### config.mk
export PLATFORM = sky130hd
export DESIGN_NAME = tcm_port_arbiter
export DESIGN_NICKNAME = d
export VERILOG_FILES = /design/src/rtl/tcm_port_arbiter.sv
export SDC_FILE = /design/constraint.sdc
export NUM_CORES = 1
export LEC_CHECK = 0
export BUFFER_PORTS_ARGS = -buffer_cell sky130_fd_sc_hd__buf_2
export CAP_MARGIN = 0
export CORE_ASPECT_RATIO = 1.1
export CORE_MARGIN = 8
export CORE_UTILIZATION = 40
export CTS_CLUSTER_DIAMETER = 100
export DETAILED_ROUTE_END_ITERATION = 8
export GPL_TIMING_DRIVEN = 0
export PLACE_DENSITY = 0.72
export SYNTH_ARGS = -nofsm -noshare
export SYNTH_HDL_FRONTEND = slang
export SYNTH_SLANG_ARGS = --single-unit
export TNS_END_PERCENT = 100
### constraint.sdc
create_clock -name clock -period 4.3 [get_ports clock]
set_input_delay 0.215 -clock clock [delete_from_list [all_inputs] [get_ports clock]]
set_output_delay 0.215 -clock clock [all_outputs]
set_load 0.02 [all_outputs]
### src/rtl/tcm_port_arbiter.sv
// Arbitrates a fetch port and a data port onto one single-port synchronous-read TCM.
// Latency: grant is combinational in the request cycle; read data returns one cycle after grant.
// Backpressure: a losing requester holds req/payload until its gnt; data wins ties until fetch starves.
module tcm_port_arbiter #(
    parameter int ADDR_W       = 14,
    parameter int STARVE_LIMIT = 2
) (
    input  logic              clock,
    input  logic              reset,
    input  logic              i_req,
    input  logic [ADDR_W-1:0] i_addr,
    output logic              i_gnt,
    output logic              i_rvalid,
    output logic [31:0]       i_rdata,
    input  logic              d_req,
    input  logic [3:0]        d_we,
    input  logic [ADDR_W-1:0] d_addr,
    input  logic [31:0]       d_wdata,
    output logic              d_gnt,
    output logic              d_rvalid,
    output logic [31:0]       d_rdata,
    output logic [ADDR_W-1:0] mem_addr,
    output logic [3:0]        mem_wr,
    output logic [31:0]       mem_wdata,
    input  logic [31:0]       mem_rdata,
    output logic [15:0]       conflict_cnt
);

    localparam int SW = (STARVE_LIMIT < 1) ? 1 : $clog2(STARVE_LIMIT + 1);

    typedef enum logic [1:0] {
        OWN_NONE  = 2'd0,
        OWN_FETCH = 2'd1,
        OWN_DATA  = 2'd2
    } owner_e;

    owner_e            owner_q, owner_d;
    logic [SW-1:0]     starve_cnt_q, starve_cnt_d;
    logic [ADDR_W-1:0] addr_q, addr_d;
    logic [31:0]       wdata_q, wdata_d;
    logic [31:0]       i_rdata_q, i_rdata_d;
    logic [31:0]       d_rdata_q, d_rdata_d;
    logic [15:0]       conflict_cnt_q, conflict_cnt_d;
    logic              conflict;

    // Grant selection: data wins a conflict unless fetch has waited STARVE_LIMIT data grants.
    always_comb begin
        i_gnt    = 1'b0;
        d_gnt    = 1'b0;
        conflict = i_req && d_req;
        if (!reset) begin
            if (conflict) begin
                if (starve_cnt_q == SW'(STARVE_LIMIT)) begin
                    i_gnt = 1'b1;
                end else begin
                    d_gnt = 1'b1;
                end
            end else begin
                i_gnt = i_req;
                d_gnt = d_req;
            end
        end
    end

    // Memory command mux: granted port drives the memory, otherwise address/wdata hold and no write.
    always_comb begin
        mem_addr  = addr_q;
        mem_wr    = 4'b0000;
        mem_wdata = wdata_q;
        if (i_gnt) begin
            mem_addr = i_addr;
        end else if (d_gnt) begin
            mem_addr  = d_addr;
            mem_wr    = d_we;
            mem_wdata = d_wdata;
        end
    end

    // Response routing from the owner tag; rdata passes memory data through when valid, else holds.
    always_comb begin
        i_rvalid     = (owner_q == OWN_FETCH);
        d_rvalid     = (owner_q == OWN_DATA);
        i_rdata      = i_rvalid ? mem_rdata : i_rdata_q;
        d_rdata      = d_rvalid ? mem_rdata : d_rdata_q;
        conflict_cnt = conflict_cnt_q;
    end

    // Next-state: owner tag, starvation counter, held command, held read data, conflict counter.
    always_comb begin
        owner_d        = OWN_NONE;
        starve_cnt_d   = starve_cnt_q;
        addr_d         = mem_addr;
        wdata_d        = mem_wdata;
        i_rdata_d      = i_rdata;
        d_rdata_d      = d_rdata;
        conflict_cnt_d = conflict_cnt_q;

        if (i_gnt) begin
            owner_d = OWN_FETCH;
        end else if (d_gnt && (d_we == 4'b0000)) begin
            owner_d = OWN_DATA;
        end

        if (!i_req || i_gnt) begin
            starve_cnt_d = '0;
        end else if (d_gnt && (starve_cnt_q < SW'(STARVE_LIMIT))) begin
            starve_cnt_d = starve_cnt_q + SW'(1);
        end

        if (conflict && (conflict_cnt_q != 16'hFFFF)) begin
            conflict_cnt_d = conflict_cnt_q + 16'd1;
        end
    end

    // State registers; reset squashes any outstanding read response.
    always_ff @(posedge clock or posedge reset) begin
        if (reset) begin
            owner_q        <= OWN_NONE;
            starve_cnt_q   <= '0;
            addr_q         <= '0;
            wdata_q        <= '0;
            i_rdata_q      <= '0;
            d_rdata_q      <= '0;
            conflict_cnt_q <= '0;
        end else begin
            owner_q        <= owner_d;
            starve_cnt_q   <= starve_cnt_d;
            addr_q         <= addr_d;
            wdata_q        <= wdata_d;
            i_rdata_q      <= i_rdata_d;
            d_rdata_q      <= d_rdata_d;
            conflict_cnt_q <= conflict_cnt_d;
        end
    end

endmodule
-- Word-level counts from Yosys, hierarchy flattened
Cells that the tools add are included.
W data, S select, Z words.
- output and inout bits: 134
- word-level logic and storage cells: 40
- register bits after elaboration: 130
- input bits: 100
- add/sub/neg operators: 2
- eq/ne operators: 4
- $lt $le $gt $ge: 1
- multiplexer cells: 18
- reductions and logical operators: 8
- operators with widths (cell ; number):
    $mux W32 ; 4
    $mux W14 ; 2
    $add A16 B1 Y16 const B ; 1
    $ne A16 B16 Y1 const B ; 1
    $mux W2 ; 4
    $mux W4 ; 2
    $mux W1 ; 6
    $eq A2 B2 Y1 const B ; 2
    $logic_and A1 B1 Y1 ; 4
    $logic_not A4 Y1 ; 1
    $add A2 B1 Y2 const B ; 1
    $eq A2 B1 Y1 const B ; 1
    $lt A2 B2 Y1 const B ; 1
    $reduce_bool A2 Y1 ; 1
    $logic_not A1 Y1 ; 1
    $logic_or A1 B1 Y1 ; 1

-- Logic depth before layout (Yosys ltp)
Gate-level depths: netlist (run 1).
- depth in word-level cells: 7
- depth in mapped cells: 7
- mapped depth without buffers: 5

-- Worst setup path before layout (run 1)
No wires, ideal clock.
- path kind: input -> output
- start point: in reset
- end point: out mem_addr[10]
- cell stages on the path: 4
- data arrival time: 4.069 ns
- slack: 0.016 ns
- path buffers: 1
- required time: 4.085 ns
- cell sequence: inv_1 o211ai_1 clkbuf_1 a21oi_1
- longest elaborated chain between the ends: 3
- elaborated cells between the ends (all ways): 4
- classes of those cells: mux (4)
- ends and longest elaborated chain (item ; line ; text):
    start: declaration ; 9 ; input logic reset,
    $mux W1 ; 51 ; if (!reset) begin
    $mux W14 ; 72 ; end else if (d_gnt) begin
    $mux W14 (*) ; 70 ; if (i_gnt) begin
    end: declaration ; 22 ; output logic [ADDR_W-1:0] mem_addr,
Mark *: on every way between the ends. The rest lies on a longest branch, timed or not.

-- Worst setup path in the final report (run 1)
- start point: reg starve_cnt_q[0]
- end point: out mem_wdata[19]
- longest elaborated chain between the ends: 6
- elaborated cells between the ends (all ways): 9
- classes of those cells: eq/ne (1); mux (8)
- ends and longest elaborated chain (item ; line ; text):
    start: declaration ; 38 ; logic [SW-1:0] starve_cnt_q, starve_cnt_d;
    start signal: assignment ; 127 ; starve_cnt_q <= starve_cnt_d;
    $eq A2 B2 Y1 (*) ; 53 ; if (starve_cnt_q == SW'(STARVE_LIMIT)) begin
    $mux W1 ; 53 ;
    $mux W1 ; 52 ; if (conflict) begin
    $mux W1 ; 51 ;
    $mux W32 ; 72 ;
    $mux W32 (*) ; 70 ;
    end: declaration ; 24 ; output logic [31:0] mem_wdata,
Marked as above.

==> results of run 1 <==
-- layout make-up --
type,count,area [µm²],area share (%)
Timing Repair Buffer,235,1200,16.6
Clock buffer,27,523,7.23
Tap cell,161,201,2.79
Multi-Input combinational cell,211,1870,25.9
Sequential cell,130,3250,45.0
Buffer,17,80.1,1.11
Clock inverter,4,70.1,0.969
Inverter,6,27.5,0.381
-- timing repair --
action | in CTS | in global routing
hold endpoints to repair | 68 | 0
setup buffers | 0 | 0
gates resized for setup | 0 | 0
hold buffers | 1 | 0
-- power breakdown --
part | switching, W | internal, W | leakage [nW]
sequential | 0.0000939 | 0.00144 | 1.60
combinational | 0.000580 | 0.000364 | 1.82
clock | 0.000486 | 0.000942 | 0.293
total | 0.00116 | 0.00275 | 3.70
-- metal layers --
| layer | up-vias | routed length (µm) | part of all wire (%) | track usage (%) |
|---|---|---|---|---|
| met5 | - | 0 | 0 | 0 |
| li1 | 1795 | - | - | - |
| met2 | 147 | 7120 | 52 | 28.1 |
| met4 | 0 | 205 | 1.5 | 5.69 |
| met1 | 1890 | 5590 | 40 | 18.6 |
| met3 | 15 | 911 | 6.6 | 6.59 |
-- critical path: stages (launching register included) --
cell	delay, ps
dfrtp_1	370
inv_1	70
ha_1	220
a211oi_2	320
and2_1	170
buf_2	180
buf_4	240
mux2_2	370
buf_2	170
-- synth_stat cells (all sizes together) (5+ instances only) --
master | count | share of area, %
dfrtp | 130 | 62
nand3 | 6 | 0.57
nand4 | 6 | 1.1
mux2i | 15 | 2.9
nand2 | 7 | 0.50
inv | 6 | 0.43
buf | 7 | 0.81
mux2 | 98 | 21
and3 | 6 | 0.72
nor4 | 6 | 1.0
xnor2 | 7 | 1.2
nor2 | 20 | 1.4
a21oi | 16 | 1.5
xor2 | 5 | 0.84
clkbuf | 10 | 0.72
-- cell families after synthesis --
group                    count (synthesis)  share of synthesized area [%]
flip-flops                             130                           62.2
multiplexers                           113                           24.0
AND/OR/NAND/NOR                         61                           6.65
buffers and inverters                   23                           1.96
AO/OA/AOI/OAI                           22                           2.46
XOR/XNOR                                12                           2.01
adder cells (fa/ha/maj)                  3                          0.718
-- metrics by stage --
stage	instance area, µm²	TNS [ps]	hold WS [ps]	worst slack [ps]
after global routing	7230	0	34.9	1360
final	7230	0	49.3	1550
after detailed placement	6630	0	377	1950
after CTS	7230	0	27.3	1490
after global placement	6600	-125320	455	-1260
after floorplan	5230	0	351	16.0
-- how the worst min path moves through the flow --
stage,cells past startpoint,endpoint
3_5_place_dp,2,addr_q[13]
2_1_floorplan,2,starve_cnt_q[0]
6_report,2,wdata_q[25]
5_1_grt,2,wdata_q[1]
3_3_place_gp,2,wdata_q[20]
4_1_cts,2,wdata_q[16]
-- flip-flops by register name, indices dropped and copies added, names as in the netlist --
name / cells
addr_q: 14
conflict_cnt: 16
d_rdata_q: 32
i_rdata_q: 32
owner_q: 2
starve_cnt_q: 2
wdata_q: 32
==> results.cfg, run 1 <==
[global_route]
grt-ovfl-total = 0
grt_max_degree = 71
grt_pass1_wl_um = 22200
grt_pass1_vias = 4289
antenna_found_initial = 0
track_usage_pct = 16.5

[setup_path]
r2r_slack_ps = 2220
r2r_start = starve_cnt_q[0]
critPathKind = flip-flop to primary output
arrival_ps = 2530
crit_end = mem_wdata[19]
critPathLaunchType = flip-flop
critPathMaxFanout = 10
reg2regPathDepth = 7
critPathLaunch = starve_cnt_q[0]
r2r-end = wdata_q[19]
worst_setup_path_end_kind = primary output
cp.required_ps = 4090

[place]
dp.cells = 759
detailed_place_hpwl_um = 10600
gp_congestion = 0.795
port-buffer-count = 233

[timing]
period_minus_slack_ps = 2750
setup_viol = 0
relSlewSlack_pct = 57.8
max_freq_ghz = 0.364
fin_crit_sh_pct = 63.9
skew_ps = 9.48
report.final.hold_viol_count = 0
worstMarginPinSlew_ps = 633
rsz0062_at_grt = no
slew_viol_final = 0

[job]
cap_viol_max_count = 0

[finish]
drive_gt1_share_pct = 57.8
fill_cells = 1125
diodes = 0
area_delta_synth_final_pct = 38.3
fin_util_pct = 55.7
final_cells = 791
layout_commonest_cell = buf_2
layout_common_cells = 237 x buf_2, 130 x dfrtp_1, 90 x mux2_2, 20 x nor2_1, 17 x clkbuf_16
fin_nets = 721

[pwr]
ir_worst_vdd_mv = 0.364
power_density_nw_per_um2 = 540
p_leak_nw = 3.70
finalPower_w = 0.00390

[logic_synthesis]
synth.distinct_cells = 35
ys_ff_latch = 130
synth_edf_count = 0
synthCells = 364
async_flop_share_pct = 100
syn_area_per_cell_um2 = 14.4
syn_nets = 467
synthesis.area_um2 = 5230
synth_ff_type = dfrtp_1
yosysWarnings = 0
synth_seq_area_share_pct = 62.2

[cts]
cts_num_sinks = 130
clockBufferDepth = 2
insertion_delay_ps = 410
clockRootBuffer = clkbuf_16
cts_buffers = 17
clk_pin_slew_worst_paths_ps = 60
h-tree-depth = 4
cts_tree = done

[routing]
first_pass_iters = 4
wl_um = 13800
drc = 0
antenna_left = 0
drtIter0Drc = 131
wl_per_cell_um = 17.5
vias = 3847
vias_per_cell = 4.86

[hold_path]
hp-class = input pin to flip-flop
hold_start = d_wdata[25]

[floorplanning]
die_area_um2 = 17000
die_y_um = 136
die_x_um = 125
ioPinCount = 234
row_count = 44
initial_core_util_pct = 40.2
core_um2 = 13000

[run_status]
status = finished clean
Note: power is estimated with default switching activity, not from simulation.
==> inputs of run 2 (changes only) <==
==> constraint.sdc (replaced) <==
create_clock -name clock -period 2.8 [get_ports clock]
set_input_delay 0.14 -clock clock [delete_from_list [all_inputs] [get_ports clock]]
set_output_delay 0.14 -clock clock [all_outputs]
set_load 0.02 [all_outputs]
==> run 2 against run 1 <==
Clock power rose by 38%. Total power is 52% higher. Core utilization grew 6.5 points. Highest routed layer unchanged. Via count up 10%. First-iteration DRC count is 11% lower. Final area up 12%. Routed wire length increased by 14%. Final cell count grew 9.6%. Sequential share of layout area fell by 4.7 points. Clock skew grew 0.58 ps. Worst setup slack got worse by 1400 ps.
==> results.cfg, run 2 (synthesized netlist as in run 1, its figures left out) <==
[routing]
antenna_left = 0
drtIter0Drc = 117
vias_per_cell = 4.90
wl_per_cell_um = 18.2
wl_um = 15800
drc = 0
vias = 4250
first_pass_iters = 4

[finish]
area_delta_synth_final_pct = 54.6
diodes = 0
reg_top3 = d_rdata_q x32, i_rdata_q x32, wdata_q x32
fin_nets = 798
final_cells = 867
layout_commonest_cell = buf_2
layout_common_cells = 237 x buf_2, 130 x dfrtp_1, 90 x mux2_2, 75 x dlygate4sd3_1
drive_gt1_share_pct = 55.0
fill_cells = 1017

[cts]
clockRootBuffer = clkbuf_16
clockBufferDepth = 2
insertion_delay_ps = 410
cts_buffers = 17
cts_tree = done
h-tree-depth = 4
cts_num_sinks = 130
clk_pin_slew_worst_paths_ps = 50

[setup_path]
cp.required_ps = 2660
crit_slowest_cell = mux2_2
cpPeakStageDelay_ps = 390
cp_top_family = buffers and inverters
cp_common_cell = buf_2
crit_chain = inv_1 -> ha_1 -> a211oi_4 -> and2_1 -> buf_2 -> buf_4 -> mux2_2 -> buf_2
critPathKind = flip-flop to primary output
path_buf_inv = 4
critPathLaunchType = flip-flop
worst_setup_path_end_kind = primary output
critPathMaxFanout = 10
arrival_ps = 2530

[floorplanning]
initial_core_util_pct = 40.2
die_x_um = 125
row_count = 44
ioPinCount = 234
die_y_um = 136
core_um2 = 13000
die_area_um2 = 17000

[timing]
report.final.hold_viol_count = 0
hold_ws_ps = 18.1
relSlewSlack_pct = 56.1
worstMarginPinSlew_ps = 659
slew_viol_final = 0
fin_crit_sh_pct = 95.2
period_minus_slack_ps = 2670
setup_tns_ps = 0
rsz0062_at_grt = no
max_freq_ghz = 0.375
skew_ps = 10.1
setup_viol = 0

[pwr]
ir_worst_vdd_mv = 0.427
power_density_nw_per_um2 = 734
finalPower_w = 0.00593
p_leak_nw = 4.03

[global_route]
grt_max_degree = 39
grt_pass1_wl_um = 25300
track_usage_pct = 19.0
antenna_found_initial = 0
grt_pass1_vias = 4779
grt-ovfl-total = 0

[hold_path]
hp-class = input pin to flip-flop

[job]
cap_viol_max_count = 0

[place]
port-buffer-count = 233
dp.cells = 761
detailed_place_hpwl_um = 11200
gp_congestion = 0.753

[run_status]
status = finished clean
[run 2: cell types whose count changed in the layout (fill, tap and decap cells not counted), sizes merged]
cell / change
dlygate4sd3: +74
buf: +3
bufinv: -2
clkbuf: -2
clkinv: +2
clkinvlp: +2
inv: -1
[run 2: report_power, final]
part	leakage, nW	total [W]	internal, W	switching [W]
sequential	1.60	0.00236	0.00221	0.000148
clock	0.265	0.00197	0.00123	0.000736
combinational	2.17	0.00161	0.000655	0.000953
total	4.03	0.00593	0.00410	0.00184
[run 2: worst paths after layout]
| kind | startpoint | to | slack (ps) | cells after the start |
|---|---|---|---|---|
| max | starve_cnt_q[0] | mem_wdata[26] | 130 | 8 |
| min | i_addr[4] | addr_q[4] | 20 | 3 |
| max reg2reg | starve_cnt_q[0] | wdata_q[26] | 730 | 7 |
| min reg2reg | wdata_q[4] | wdata_q[4] | 480 | 1 |
| max in group asynchronous | reset | d_rdata_q[1] | 1880 | 5 |
| min in group asynchronous | reset | conflict_cnt[3] | 430 | 4 |
[run 2: routing by layer]
layer  routed length [µm]  GRT usage [%]
met1                 5960           19.7
met2                 8490           34.5
met3                 1120           7.61
met4                  225           6.77
met5                    0              0
[run 2: cell type report]
| type | instances | area [µm²] | area share [%] |
|---|---|---|---|
| Inverter | 6 | 26.3 | 0.325 |
| Tap cell | 161 | 201 | 2.49 |
| Multi-Input combinational cell | 211 | 1970 | 24.4 |
| Sequential cell | 130 | 3250 | 40.3 |
| Buffer | 17 | 91.3 | 1.13 |
| Clock inverter | 5 | 27.5 | 0.341 |
| Clock buffer | 25 | 505 | 6.25 |
| Timing Repair Buffer | 312 | 2000 | 24.8 |
[run 2: timing repair]
action,4_1_cts,5_1_grt
hold buffers,75,1
gates resized for setup,0,2
endpoints found under the hold margin,133,1
endpoints found under the setup margin,0,13
buffers inserted,0,0
[run 2: worst min-delay path, delay by kind of cell]
kind                   cells  cell delay [ps]
buffers and inverters      1              100
AOI/OAI and AO/OA          1              100
and+or+nand+nor            1               40
[run 2: through the flow]
step                      cell area [µm²]  util [%]  setup WS [ps]
final                                8080      62.2            134
after CTS                            8060      62.0           27.2
after floorplan                      5330         -           -378
after global placement               6700      51.6          -1420
after detailed placement             6770      52.1            206
after global routing                 8080      62.2          0.664
